## src/rtl/udp_tx_arb.sv

```systemverilog
// Round-robin arbiter sharing the MAC UDP transmit path between two FWFT payload sources.
// Optional watchdog abort is compiled in when UDP_TX_TIMEOUT_EN is defined.
module udp_tx_arb #(
  parameter int unsigned LEN_W   = 12,
  parameter int unsigned TIMEOUT = 4096
) (
  input  logic             clk,
  input  logic             rst_n,
  input  logic             req0,
  input  logic             req1,
  input  logic [LEN_W-1:0] len0,
  input  logic [LEN_W-1:0] len1,
  input  logic [7:0]       rxd0,
  input  logic [7:0]       rxd1,
  output logic             rden0,
  output logic             rden1,
  output logic             gnt0,
  output logic             gnt1,
  output logic             done0,
  output logic             done1,
  output logic             fs_udp_tx,
  input  logic             fd_udp_tx,
  output logic [15:0]      udp_tx_len,
  input  logic             flag_udp_tx_req,
  output logic [7:0]       udp_txd,
  output logic             busy,
  output logic             err
);

  typedef enum logic [2:0] {
    S_IDLE, S_ARB, S_START, S_STREAM, S_WAIT_FD, S_DONE
  } state_t;

  state_t           state_q, state_d;
  logic             sel_q, sel_d;
  logic             last_q, last_d;
  logic [LEN_W-1:0] len_q, len_d;
  logic [LEN_W-1:0] cnt_q, cnt_d;
  logic [7:0]       txd_q, txd_d;
  logic             active;
  logic             pop;
  logic             timeout;
  logic [7:0]       rxd_sel;

  assign active  = (state_q inside {S_START, S_STREAM, S_WAIT_FD});
  assign rxd_sel = sel_q ? rxd1 : rxd0;
  assign pop     = (state_q == S_STREAM) && flag_udp_tx_req && (cnt_q < len_q);

`ifdef UDP_TX_TIMEOUT_EN
  localparam int unsigned WD_W = $clog2(TIMEOUT + 1);

  logic [WD_W-1:0] wd_q;
  logic            err_q;

  assign timeout = active && (wd_q == WD_W'(TIMEOUT - 1));
  assign err     = err_q;

  always_ff @(posedge clk) begin
    if (!rst_n) begin
      wd_q  <= '0;
      err_q <= 1'b0;
    end else begin
      if (state_q == S_ARB)
        wd_q <= '0;
      else if (active)
        wd_q <= wd_q + 1'b1;
      if (timeout)
        err_q <= 1'b1;
    end
  end
`else
  logic unused_timeout;

  assign timeout        = 1'b0;
  assign err            = 1'b0;
  assign unused_timeout = (TIMEOUT == 0);
`endif

  // last_q resets to src1 so that a simultaneous first request goes to src0
  always_ff @(posedge clk) begin
    if (!rst_n) begin
      state_q <= S_IDLE;
      sel_q   <= 1'b0;
      last_q  <= 1'b1;
      len_q   <= '0;
      cnt_q   <= '0;
      txd_q   <= '0;
    end else begin
      state_q <= state_d;
      sel_q   <= sel_d;
      last_q  <= last_d;
      len_q   <= len_d;
      cnt_q   <= cnt_d;
      txd_q   <= txd_d;
    end
  end

  always_comb begin
    state_d = state_q;
    sel_d   = sel_q;
    last_d  = last_q;
    len_d   = len_q;
    cnt_d   = cnt_q;
    txd_d   = txd_q;
    case (state_q)
      S_IDLE: begin
        if (req0 || req1)
          state_d = S_ARB;
      end
      S_ARB: begin
        if (req0 && req1)
          sel_d = ~last_q;
        else
          sel_d = req1;
        len_d   = sel_d ? len1 : len0;
        cnt_d   = '0;
        state_d = (len_d == '0) ? S_DONE : S_START;
      end
      S_START: begin
        state_d = timeout ? S_DONE : S_STREAM;
      end
      S_STREAM: begin
        // requests past the latched length are answered with pad bytes
        if (flag_udp_tx_req)
          txd_d = pop ? rxd_sel : 8'h00;
        if (pop)
          cnt_d = cnt_q + 1'b1;
        if (fd_udp_tx || timeout)
          state_d = S_DONE;
        else if (cnt_q == len_q)
          state_d = S_WAIT_FD;
      end
      S_WAIT_FD: begin
        if (flag_udp_tx_req)
          txd_d = 8'h00;
        if (fd_udp_tx || timeout)
          state_d = S_DONE;
      end
      S_DONE: begin
        last_d  = sel_q;
        state_d = S_IDLE;
      end
      default: state_d = S_IDLE;
    endcase
  end

  always_comb begin
    fs_udp_tx  = active;
    gnt0       = (active || (state_q == S_DONE)) && !sel_q;
    gnt1       = (active || (state_q == S_DONE)) &&  sel_q;
    done0      = (state_q == S_DONE) && !sel_q;
    done1      = (state_q == S_DONE) &&  sel_q;
    rden0      = pop && !sel_q;
    rden1      = pop &&  sel_q;
    busy       = (state_q != S_IDLE);
    udp_tx_len = 16'(len_q);
    udp_txd    = txd_q;
  end

endmodule

```

## config.mk

```make
export PLATFORM = sky130hd
export DESIGN_NAME = udp_tx_arb
export DESIGN_NICKNAME = d
export VERILOG_FILES = /design/src/rtl/udp_tx_arb.sv
export SDC_FILE = /design/constraint.sdc
export NUM_CORES = 1
export LEC_CHECK = 0
export CAP_MARGIN = 20
export CELL_PAD_IN_SITES_DETAIL_PLACEMENT = 0
export CELL_PAD_IN_SITES_GLOBAL_PLACEMENT = 1
export CORE_MARGIN = 2
export CORE_UTILIZATION = 46
export DETAILED_ROUTE_END_ITERATION = 7
export DONT_BUFFER_PORTS = 1
export PLACE_DENSITY_LB_ADDON = 0.1
export SKIP_CTS_REPAIR_TIMING = 1
export SLEW_MARGIN = 20
export SYNTH_ARGS = -nofsm -noshare
export SYNTH_HDL_FRONTEND = slang
export SYNTH_SLANG_ARGS = --single-unit
```

## constraint.sdc

```tcl
create_clock -name clk -period 2.82 [get_ports clk]
set_input_delay 0.705 -clock clk [delete_from_list [all_inputs] [get_ports clk]]
set_output_delay 0.705 -clock clk [all_outputs]
set_load 0.005 [all_outputs]
```

### Word-level counts from Yosys, hierarchy flattened

Cells that the tools add are included.

* register bits: 37
* input port bits: 46
* output and inout bits: 33
* word-level logic and storage cells: 58

* add/subtract/negate cells: 1
* order comparisons: 1
* eq/ne operators: 12
* mux-type cells: 16
* bitwise logic cells: 1
* reduce and logical (&&, ||, !) cells: 21

Operators with widths (number)
* $mux 8: 4
* $mux 12: 2
* $pmux 12 s2: 1
* $pmux 8 s2: 1
* $mux 3: 5
* $pmux 3 s5: 1
* $add 12x1->12 const B: 1
* $eq 12x12->1: 1
* $logic_not 12->1: 1
* $lt 12x12->1: 1
* $ne 2x2->1 const B: 5
* $logic_and 1x1->1: 9
* $eq 3x2->1 const B: 2
* $eq 3x3->1 const B: 2
* $reduce_and 3->1: 2
* $reduce_bool 3->1: 2
* $reduce_bool 2->1: 2
* $eq 3x1->1 const B: 1
* $logic_not 3->1: 1
* $ne 3x2->1 const B: 1
* $logic_or 1x1->1: 2
* $mux 1: 2
* $reduce_and 2->1: 1
* $logic_not 1->1: 1
* $not 1->1: 1

### Longest topological paths before layout

* depth in word-level cells: 7
* mapped depth: 8
* mapped depth without buffers: 7

### Worst setup path after synthesis

Ideal clock, no wire load.

* path kind: register to output
* from: register len_q[1]
* to: output rden1
* arrival time: 1.729 ns
* required time: 2.115 ns
* slack: 0.386 ns
* cell stages (with the launch flop): 9
* path buffers: 1
* cell sequence: dfxtp_1 inv_1 ha_1 nor2b_1 o211ai_1 a211oi_1 buf_6 nor3_4 and2_1

* word-level cells in the longest chain between the ends: 3

RTL lines
* start: declaration: line 37 `logic [LEN_W-1:0] len_q, len_d;`
* start signal: assignment: line 92 `len_q <= len_d;`
* $lt 12x12->1: line 47 `assign pop = (state_q == S_STREAM) && flag_udp_tx_req && (cnt_q < len_q);`
* $logic_and 1x1->1: line 47
* $logic_and 1x1->1: line 154 `rden1 = pop && sel_q;`
* end: declaration: line 16 `output logic rden1,`

No other way between the ends.

### Worst setup path after layout

* from: register len_q[9]
* to: output rden0

* word-level cells in the longest chain between the ends: 3

RTL lines
* $lt 12x12->1: line 47
* $logic_and 1x1->1: line 47
* $logic_and 1x1->1: line 153 `rden0 = pop && !sel_q;`
* end: declaration: line 15 `output logic rden0,`

No other way between the ends.

==> out/qor.yml <==
avgSynthCellArea_um2: 8.575
skew_ns: 0.005251
htreeDepth: 2
dr.pass1.iters: 4
gp_congestion: 0.7500
die_h_um: 75.34
cts_inserted_buffers: 5
dieArea_um2: 5676
vias_per_cell: 5.726
overflow: 0
cts.path.max_buffers: 2
grt_pass1_vias: 1759
initial_utilization: 0.4860
powerDensity_nw_per_um2: 510.1
path_cells: "inv_1, ha_1, a211oi_4, o2111ai_4, nor4_1"
comb_power_share: 0.237
antenna_found_initial: 0
worst_hold_path.num_cells: 1
area_delta_synth_final_pct: 6.254
tritoncts: "yes"
arrival_ns: 1.98
rows: 25
hpwl_um: 4091
holdWs_ns: 0.4891
crit_family: "compound AO/OA/AOI/OAI gates"
core_um2: 4817
critPathRequiredTime_ns: 2.12
irDropWorstVdd_v: 0.0002391
outcome: "finished clean"
pwr-share-clk: 0.285
synth_area_um2: 2341
final_area_um2: 2487
p_sw_frac: 0.3266
period_share: 0.9532
cap_violations: 0
root_buffer: "clkbuf_8"
synth_common_cells: "dfxtp_1, nor2_1, nand2_1"
synth_area_leaders: "dfxtp_1, mux2i_1, ha_1"
fin_nets: 330
ant_nets: 0
leakage_nw: 0.9151
drc: 0
p_int_mw: 0.8544
worstSetupEndpointType: "primary output"
critPathMaxStageDelay_ns: 0.39
synthFlopType: "dfxtp_1"
fp.dieW_um: 75.34
ff2ff_setup_slack_ns: 0.63
rsz0062_at_grt: "true"
switching_power_mw: 0.4143
reg2reg_depth: 7
drtIter0Drc: 129
grtUsageTotal: 0.1935
fin_crit_ns: 2.688
yosysTopAreaCellShare: 0.3164
yosys_warnings: 0
ys_seq_elements: 37
port_buffers: 0
crit_cells: 5
layout-drive-gt1-share: 0.1287
num_antenna_cells: 0
slew_viol_final: 0
clk_latency_ns: 0.29
relSlewSlack: 0.5586
grt_max_degree: 26
synth_cell_type_count: 47
worst_pin_slew_ns: 0.6614
path_buf_inv: 1
clk_pin_slew_worst_paths_ns: 0.07
yosysMostFrequentCell: "dfxtp_1"
final_hold_viol_count: 0
startpoint_type: "flip-flop"
cts_sinks: 37
synth_edf_count: 0
placed_area_um2: 2394
worst_hold_path_type: "flip-flop to flip-flop"
finalSetupViolCount: 0
seq_area_frac_synth: 0.3164
synthArstFlopShare: 0
path_class: "flip-flop to primary output"
max_freq_ghz: 0.3720
crit_fanout: 10
slowest_stage: "dfxtp_1"
ioPinCount: 79
power_frac_seq: 0.478
wirelength_um: 5291
vias: 1941
syn_inst: 273
wl_per_cell_um: 15.61
grt_pass1_wl_um: 8314
synth.largest_area_cell: "dfxtp_1"
final timing paths:
| kind | from | to |
|---|---|---|
| min reg2reg | last_q | last_q |
| max reg2reg | len_q[9] | cnt_q[6] |
| min | last_q | last_q |
| max | len_q[9] | rden0 |
area by class of cell:
| type | count | area, um2 |
|---|---|---|
| clock buffer | 5 | 68.82 |
| clock inverter | 3 | 17.52 |
| fill | 496 | 2330 |
| inverter | 18 | 67.56 |
| multi-input combinational | 201 | 1449 |
| sequential | 37 | 740.7 |
| tap | 67 | 83.83 |
| timing repair buffer | 8 | 60.06 |
cell usage in the layout, fill, tap and decap left out, types with 2 or more instances in the layout:
| master | n |
|---|---|
| a211o_1 | 2 |
| a211oi_1 | 13 |
| a21oi_1 | 6 |
| a32o_1 | 8 |
| and3_1 | 2 |
| buf_4 | 8 |
| clkbuf_8 | 5 |
| clkinv_2 | 2 |
| conb_1 | 5 |
| dfxtp_1 | 37 |
| ha_1 | 13 |
| inv_1 | 18 |
| mux2_2 | 8 |
| mux2i_1 | 18 |
| nand2_1 | 19 |
| nand2b_1 | 3 |
| nand3_1 | 10 |
| nand4_1 | 8 |
| nand4b_1 | 4 |
| nor2_1 | 26 |
| nor2b_1 | 2 |
| nor3_1 | 4 |
| nor4_1 | 10 |
| o21ai_0 | 6 |
| o21ai_1 | 2 |
| o311ai_1 | 3 |
| o31ai_1 | 2 |
| or3_1 | 8 |
flip-flops by register name, summed over array words and instances (netlist names):
register / cells
cnt_q: 12
udp_txd: 8
last_q: 1
sel_q: 1
len_q: 12
state_q: 3
power by group through the flow:
stage / registers (mW) / clock network (mW) / logic (mW)
3_3_place_gp: 0.619 / 0 / 0.299
5_1_grt: 0.614 / 0.401 / 0.342
6_report: 0.607 / 0.362 / 0.301
3_5_place_dp: 0.620 / 0 / 0.297
2_1_floorplan: 0.598 / 0 / 0.255
4_1_cts: 0.608 / 0.378 / 0.298
metal layers:
metal | share of wire | vias up | global-route usage
met4 | 0.0095 | 0 | 0.05263
met3 | 0.063 | 5 | 0.05291
met5 | 0 | - | 0
met1 | 0.47 | 874 | 0.2711
met2 | 0.46 | 69 | 0.2947
li1 | - | 993 | -
cell families after synthesis:
logic type | after synthesis | share of synthesized area
adders and majority gates | 13 | 0.06948
DFF | 37 | 0.3164
buffers and inverters | 39 | 0.07642
and+or+nand+nor | 104 | 0.2352
AOI/OAI and AO/OA | 52 | 0.1817
other | 1 | 0.001602
muxes | 26 | 0.1154
xor gates and xnor gates | 1 | 0.003742
through the flow:
step                        util  power, mW  setup TNS, ns  cells  worst slack [ns]
final                     0.5164      1.269              0    339            0.1319
after global routing      0.5164      1.357       -0.07708    339          -0.04063
after CTS                 0.5148      1.283       -0.06355    339          -0.06355
after detailed placement  0.4969     0.9169              0    331            0.2600
after global placement    0.4969     0.9173              0    331            0.3031
after floorplan                -     0.8522              0    277            0.3861
No activity file was read; power rests on OpenSTA's default activity.
